===== src/rtl/wb_mem_pkg.sv =====
// Shared types and constants for the Wishbone data memory slice.
package wb_mem_pkg;

  typedef enum logic [1:0] {
    IDLE = 2'd0,
    WAIT = 2'd1,
    RESP = 2'd2
  } state_e;

  // Wide enough for READ_WAIT up to 15.
  localparam int CNT_W = 4;

  function automatic int lanes_of(input int dw);
    return dw / 8;
  endfunction

endpackage


===== src/rtl/wb_mem_array.sv =====
// Single-port word array with byte-lane write enables; the registered read
// port returns the post-write (merged) word on write cycles.
module wb_mem_array
  import wb_mem_pkg::*;
#(
  parameter int DW    = 8,
  parameter int AW    = 8,
  parameter int DEPTH = 256,
  parameter int SW    = lanes_of(DW)
) (
  input  logic          clk_i,
  input  logic          rst_ni,
  input  logic          en_i,
  input  logic          we_i,
  input  logic [SW-1:0] sel_i,
  input  logic [AW-1:0] adr_i,
  input  logic [DW-1:0] dat_i,
  output logic [DW-1:0] dat_o
);

  logic [DW-1:0] mem_r [DEPTH];
  logic [DW-1:0] merged_s;
  logic [DW-1:0] rd_r;

  // Merge selected write lanes over the stored word.
  always_comb begin
    merged_s = mem_r[adr_i];
    for (int i = 0; i < SW; i++) begin
      merged_s[8*i +: 8] = (we_i && sel_i[i]) ? dat_i[8*i +: 8] : mem_r[adr_i][8*i +: 8];
    end
  end

  // Array storage; contents deliberately have no reset.
  always_ff @(posedge clk_i) begin
    if (en_i && we_i) begin
      mem_r[adr_i] <= merged_s;
    end
  end

  // Read register holds its value whenever the array is not accessed.
  always_ff @(posedge clk_i or negedge rst_ni) begin
    if (!rst_ni) begin
      rd_r <= '0;
    end else if (en_i) begin
      rd_r <= merged_s;
    end
  end

  assign dat_o = rd_r;

endmodule


===== src/rtl/wb_data_mem.sv =====
// Wishbone-classic slave data memory: range check, read wait states and
// registered ack/err responses driven by a three-state control FSM.
module wb_data_mem
  import wb_mem_pkg::*;
#(
  parameter int DW        = 8,
  parameter int AW        = 8,
  parameter int DEPTH     = 256,
  parameter int READ_WAIT = 0,
  parameter int SW        = lanes_of(DW)
) (
  input  logic          clk_i,
  input  logic          rst_ni,
  input  logic          cyc_i,
  input  logic          stb_i,
  input  logic          we_i,
  input  logic [SW-1:0] sel_i,
  input  logic [AW-1:0] adr_i,
  input  logic [DW-1:0] dat_i,
  output logic [DW-1:0] dat_o,
  output logic          ack_o,
  output logic          err_o
);

  localparam logic [AW:0]      DEPTH_L   = (AW+1)'(DEPTH);
  localparam logic [CNT_W-1:0] CNT_ZERO  = CNT_W'(0);
  localparam logic [CNT_W-1:0] CNT_ONE   = CNT_W'(1);
  localparam logic [CNT_W-1:0] WAIT_INIT = (READ_WAIT > 0) ? CNT_W'(READ_WAIT - 1) : CNT_W'(0);

  state_e           state_r, state_n;
  logic [CNT_W-1:0] cnt_r, cnt_n;
  logic [AW-1:0]    adr_r, adr_n;
  logic             ack_r, ack_n;
  logic             err_r, err_n;
  logic             in_range_s;
  logic             mem_en_s;
  logic             mem_we_s;
  logic [AW-1:0]    mem_adr_s;

  assign in_range_s = ({1'b0, adr_i} < DEPTH_L);

  // Next-state, array strobes and response decode.
  always_comb begin
    state_n   = state_r;
    cnt_n     = cnt_r;
    adr_n     = adr_r;
    ack_n     = 1'b0;
    err_n     = 1'b0;
    mem_en_s  = 1'b0;
    mem_we_s  = 1'b0;
    mem_adr_s = adr_i;
    case (state_r)
      IDLE: begin
        if (cyc_i && stb_i) begin
          adr_n = adr_i;
          if (!in_range_s) begin
            state_n = RESP;
            err_n   = 1'b1;
          end else if (we_i || (READ_WAIT == 0)) begin
            mem_en_s = 1'b1;
            mem_we_s = we_i;
            state_n  = RESP;
            ack_n    = 1'b1;
          end else begin
            cnt_n   = WAIT_INIT;
            state_n = WAIT;
          end
        end else begin
          state_n = IDLE;
        end
      end
      WAIT: begin
        mem_adr_s = adr_r;
        if (!cyc_i) begin
          state_n = IDLE;
        end else if (cnt_r == CNT_ZERO) begin
          mem_en_s = 1'b1;
          state_n  = RESP;
          ack_n    = 1'b1;
        end else begin
          cnt_n = cnt_r - CNT_ONE;
        end
      end
      RESP: begin
        // Inputs are ignored here so a lingering strobe is not re-accepted.
        state_n = IDLE;
      end
      default: begin
        state_n = IDLE;
      end
    endcase
  end

  // Control and response registers.
  always_ff @(posedge clk_i or negedge rst_ni) begin
    if (!rst_ni) begin
      state_r <= IDLE;
      cnt_r   <= CNT_ZERO;
      adr_r   <= '0;
      ack_r   <= 1'b0;
      err_r   <= 1'b0;
    end else begin
      state_r <= state_n;
      cnt_r   <= cnt_n;
      adr_r   <= adr_n;
      ack_r   <= ack_n;
      err_r   <= err_n;
    end
  end

  wb_mem_array #(
    .DW    (DW),
    .AW    (AW),
    .DEPTH (DEPTH),
    .SW    (SW)
  ) u_array (
    .clk_i  (clk_i),
    .rst_ni (rst_ni),
    .en_i   (mem_en_s),
    .we_i   (mem_we_s),
    .sel_i  (sel_i),
    .adr_i  (mem_adr_s),
    .dat_i  (dat_i),
    .dat_o  (dat_o)
  );

  assign ack_o = ack_r;
  assign err_o = err_r;

endmodule

===== config.mk =====
export PLATFORM = sky130hd
export DESIGN_NAME = wb_data_mem
export DESIGN_NICKNAME = d
export VERILOG_FILES = /design/src/rtl/wb_mem_pkg.sv /design/src/rtl/wb_mem_array.sv /design/src/rtl/wb_data_mem.sv
export SDC_FILE = /design/constraint.sdc
export NUM_CORES = 2
export LEC_CHECK = 0
export CAP_MARGIN = 10
export CORE_ASPECT_RATIO = 1.4
export CORE_MARGIN = 2
export CORE_UTILIZATION = 63
export CTS_CLUSTER_SIZE = 12
export DETAILED_ROUTE_END_ITERATION = 6
export PLACE_DENSITY_LB_ADDON = 0.15
export SLEW_MARGIN = 5
export SYNTH_ARGS = -nofsm -noshare
export SYNTH_HDL_FRONTEND = slang
export SYNTH_SLANG_ARGS = --single-unit

===== constraint.sdc =====
create_clock -name clk_i -period 11.9 [get_ports clk_i]
set_input_delay 2.38 -clock clk_i [delete_from_list [all_inputs] [get_ports clk_i]]
set_output_delay 2.38 -clock clk_i [all_outputs]
set_load 0.01 [all_outputs]

# --- After elaboration in Yosys (flattened, before gate mapping) ---
# Memories as Yosys holds them, arrays and structs flattened.
# Cells that the tools add are included.
word_totals:
  register_bits: 23
  latchBits: 0
  mem_bits_rw: 2048
  rom_bits: 0
  inputBits: 22
  out_inout_bits: 10
  elab_cells: 31
  mem_count: 1
mem_list:
  columns: ["memory", "depth", "word_bits", "read_ports", "rd_clocked_by_memory_dff", "wr", "line", "source"]
  rows:
  - ["u_array.mem_r", 256, 8, 1, 0, 1, "wb_mem_array.sv:21", "logic [DW-1:0] mem_r [DEPTH];"]
classes:
  addsub: 1
  mul: 0
  n_div: 0
  n_lt_le_gt_ge: 0
  n_eq_ne: 2
  n_shift: 0
  n_mux: 14
  bitwise: 1
  n_reduce_logical: 7
op_table:
  columns: ["cell", "count"]
  rows:
  - ["2-to-1 mux 8 bit", 2]
  - ["2-to-1 mux 1 bit", 7]
  - ["2-to-1 mux 2 bit", 3]
  - ["zero test 4 bit", 1]
  - ["case mux 2 bit (2 select lines)", 1]
  - ["subtractor 4 x 1 -> 4 bit (second input constant)", 1]
  - ["logical AND 1 bit", 3]
  - ["!= test 3 bit (second input constant)", 1]
  - ["AND reduction 3 bit", 1]
  - ["== test 2 x 1 -> 1 bit (second input constant)", 1]
  - ["zero test 2 bit", 1]
  - ["case mux 1 bit (2 select lines)", 1]
  - ["AND reduction 2 bit", 1]
  - ["inverter 1 bit", 1]

# --- Longest topological paths before layout ---
logic_depth:
  depth_word: 7
  mapped_depth: 13
  ltp_nobuf: 7

# --- Hierarchy ---
# A second synthesis with hierarchy kept.
hier_totals:
  hier_cells: 3543
  area_unflattened_um2: 78898.2
by_module_without_submodules:
  columns: ["mod", "n_inst", "cells_each", "area_each_um2", "seq_area_each_um2"]
  rows:
  - ["wb_mem_array", 1, 3538, 78841.9, 61699.2]
  - ["wb_data_mem", 1, 5, 56.3, 25.0]

# --- Least setup slack after synthesis ---
# Ideal clock, no wire load.
synth_timing:
  kind: "input port to flip-flop"
  from: "input port adr_i[1]"
  to: "memory u_array.mem_r[0][3] (data pin)"
  setup_ps: 1736
  arrival_ps: 11623
  required_ps: 10164
  path_slack_ps: -1459
  stages: 11
  path_buffers: 5
  path_cell_list: "buf_4 > buf_6 > buf_4 > buf_4 > buf_2 > mux2i_1 > a22oi_1 > nand3_1 > a41oi_1 > nor4_1 > a31oi_1"
synth_between:
  elab_chain_len: 3
synth_rtl:
  columns: ["item", "line", "source"]
  rows:
  - ["start: declaration", "wb_data_mem.sv:18", "input logic [AW-1:0] adr_i,"]
  - ["2-to-1 mux 8 bit", "wb_data_mem.sv:52", "case (state_r)"]
  - ["memory (256 x 8 bit)", null, null]
  - ["2-to-1 mux 8 bit", "wb_mem_array.sv:29", "merged_s[8*i +: 8] = (we_i && sel_i[i]) ? dat_i[8*i +: 8] : mem_r[adr_i][8*i +: 8];"]
  - ["net u_array.merged_s[3]", "wb_mem_array.sv:22", "logic [DW-1:0] merged_s;"]
  - ["end: declaration", "wb_mem_array.sv:21", null]
# The timed path passes the listed nets, and every way through them passes these cells.

# --- Final worst setup path ---
layout_timing:
  from: "input port adr_i[3]"
  to: "memory u_array.mem_r[217][1] (data pin)"
# Same word-level chain as after synthesis.

==> flow_summary_export.csv <==
group,metric,value,unit
timing,slew_violations,0,
detailed_routing,firstDrtPassIters,6,
clock_tree,clkTransAtPathRegs,0.06,ns
worst_setup_path,worstSetupEndpointType,"flip-flop",
worst_hold_path,min_from,"u_array.dat_o[3]",
power,seqPwrFrac,56.2,%
synthesis,syn_avg_cell_area,21.34,um2
global_routing,grt_usage,31.72,%
synthesis,synth_edf_count,2048,
power,intPower,0.01148,W
synthesis,ys_warn_count,0,
synthesis,syn_area,0.07978,mm2
detailed_routing,drtIter0Drc,5582,
synthesis,yosysMostFrequentCell,"edfxtp_1",
synthesis,synth-seq-area-share,77.37,%
floorplanning,rows,154,
clock_tree,h-tree-depth,4,
clock_tree,post_cts_buffers,0,
synthesis,synth_top_family_by_area,"multiplexers",
worst_setup_path,r2r_cells,8,
place,place_congestion,0.8919,
place,io_buffers,30,
timing,max_freq,127.9,MHz
detailed_routing,via_per_inst,7.119,
timing,final-setup-viol-count,0,
synthesis,muxShareOfSynthArea,15.75,%
clock_tree,clk_latency,0.82,ns
synthesis,yosys.area_share.xor_xnor,0,%
timing,rsz0062_at_grt,"false",
detailed_routing,wl_per_cell,36.61,um
detailed_routing,drcViolationCount,0,
synthesis,synth_fa_ha_area_share,0,%
synthesis,synth_common_cells,"2048 x edfxtp_1, 451 x mux4_2, 294 x nor2_1",
global_routing,grt_start_max_net_pins,132,
power,p_sw_share,21.85,%
worst_hold_path,whs_endpoint,"u_array.dat_o[3]",
synthesis,synth-seq-cells,2057,
synthesis,ys.flop_type,"edfxtp_1",
floorplanning,dieHeight,425.1,um
synthesis,synth_top_area_share,77.09,%
worst_setup_path,r2r_start,"u_array.mem_r[81][1]",
detailed_routing,routed_wl,202.0,mm
synthesis,synth.net_count,3760,
synthesis,synth_cell_type_count,53,
timing,layout_min_cycle_time,7.821,ns
power,irDropWorstVdd,0.1376,mV
synthesis,yosysTopAreaCell,"edfxtp_1",
synthesis,syn-instance-count,3738,
final_layout,utilization,69.09,%
worst_setup_path,startpoint_type,"input pin",
power,comb_power_share,6.7,%
floorplanning,die_x,304.8,um
timing,post-route-period-util,65.73,%
final_layout,nNetsFinal,3842,
power,p_clk_share,37.0,%
synthesis,synth_compound_area_share,2.685,%
worst_setup_path,worstSetupPathType,"input pin to flip-flop",
worst_hold_path,whs_path_depth,1,
clock_tree,numCtsBuffers,192,
clock_tree,hold_buffers,0,
worst_hold_path,hold_path_class,"flip-flop to flip-flop",
global_routing,grt_pass1_vias,39900,
global_routing,overflow,0,
floorplanning,dieArea,0.1295,mm2
clock_tree,cts.sinks,2057,
flow_run,maxCapViolCount,0,
detailed_routing,vias,39280,
global_routing,antenna_found_initial,6,
final_layout,drive_gt1_share,20.69,%
clock_tree,root_buffer,"clkbuf_16",
worst_setup_path,crit_fanout,90,
timing,worstMarginPinSlew,1.161,ns
synthesis,netlist_top_cells_area,"edfxtp_1 77%, mux4_2 13%, mux2i_1 2.6%",
timing,hold_violations,0,
worst_setup_path,worstReg2RegEnd,"u_array.mem_r[217][1]",
floorplanning,core,0.1258,mm2
power,p_sw,0.003211,W
clock_tree,clk_path_buf_depth,3,
power,power.density,169.0,mW/mm2
worst_setup_path,r2r_setup_slack,7.28,ns
place,dp_hpwl,126.4,mm
timing,finalSetupTns,0,ns
timing,max_slew_margin,22.29,%
final_layout,syn_to_final_growth,8.969,%
timing,hold_slack,0.5117,ns
detailed_routing,antenna_left,0,
synthesis,async_flop_share,0.4375,%
power,power_leakage,26.93,nW
status,outcome,"complete, no violations",
global_routing,grt_pass1_wl,288.7,mm
synthesis,synthSimpleGateAreaFrac,2.541,%
clock_tree,tritoncts,"built",
timing,skew,0.02692,ns
worst_setup_path,required,12.30,ns
clock_tree,cts_resized,0,
floorplanning,initial_core_util,63.41,%
floorplanning,io_pins,32,
worst_setup_path,arrival,8.22,ns
sequential cells by signal, summed over array words and instances, names as in the netlist:
| register | cells |
|---|---|
| state_r | 1 |
| u_array.dat_o | 8 |
| u_array.mem_r | 2048 |
worst max path at each step:
| stage | startpoint | endpoint | slack (ns) | cells after the start |
|---|---|---|---|---|
| after floorplan | adr_i[1] | u_array.mem_r[0][4] | 0.47 | 13 |
| after global placement | adr_i[3] | u_array.mem_r[218][1] | 3.81 | 11 |
| after detailed placement | adr_i[3] | u_array.mem_r[219][1] | 3.50 | 11 |
| after CTS | adr_i[3] | u_array.mem_r[217][1] | 4.35 | 11 |
| after global routing | adr_i[3] | u_array.mem_r[217][1] | 4.06 | 11 |
| final | adr_i[3] | u_array.mem_r[217][1] | 4.08 | 11 |
cell families (layout without fill, tap and decap cells):
family / count (synthesis) / after routing
flops: 2057 / 2057
mux: 688 / 688
compound gates: 293 / 293
other cells: 1 / 3
buf+inv: 229 / 368
simple gates: 470 / 470
area by class of cell:
type / count / area [um2]
well taps: 1638 / 2049
diodes: 2 / 5.005
clock inverters: 21 / 244.0
fillers: 7408 / 38890
inverters: 4 / 15.01
multi-input cells: 1452 / 16880
flip-flops and latches: 2057 / 61720
repair buffers: 113 / 1022
clock buffers: 230 / 4990
per-stage QoR:
stage,worst slack [ns],instance area (um2),std cells,power [W]
floorplan,0.4664,79810,3738,0.009077
global placement,3.815,81670,5263,0.009346
detailed placement,3.498,81670,5263,0.009391
CTS,4.352,86900,5514,0.01472
global route,4.062,86930,5516,0.01505
finish,4.079,86930,5517,0.01469
metal layers:
metal  up-vias  wire (um)  track usage, %
met4         6      11750           16.39
met2      2391     101800           52.54
met1     20690      69250           39.88
met3       516      19200           7.130
li1      15680          -               -
met5         -         40               0
cells in the final DEF, fill, tap and decap left out, drive strengths merged, types with 3 or more instances in the layout:
master,count
nor2b,14
nor4,8
o221ai,3
mux2,29
clkdlybuf4s50,25
or3b,5
nand4,4
edfxtp,2048
nand2,74
mux4,451
inv,9
and2,4
dfrtp,9
nand2b,3
o311ai,5
a211oi,6
a21oi,14
and3,8
clkbuf,230
a41oi,6
a31oi,22
nor3b,5
clkinv,14
a2111oi,5
nand3b,5
nand3,27
o22ai,52
o211ai,3
a22oi,96
buf,88
a221oi,31
or4,7
a22o,27
o21ai,16
nor2,294
nor3,6
mux2i,208
critical path: stages:
cell       delay (ns)
buf_6            0.47
buf_4            0.72
nor2b_4          0.74
buf_4            0.56
a22oi_1          0.13
and3_1           0.20
a2111oi_0        0.94
o311ai_0         0.37
o211ai_1         0.28
nand2_4          0.54
buf_4            0.63
power by group through the flow:
stage	combinational (W)	clock [W]	sequential (W)
after global routing	0.00103	0.00576	0.00826
final	0.000991	0.00544	0.00826
after floorplan	0.000553	0	0.00852
after CTS	0.000980	0.00547	0.00826
after global placement	0.000934	0	0.00841
after detailed placement	0.000977	0	0.00841
No activity file was read; power rests on OpenSTA's default activity.
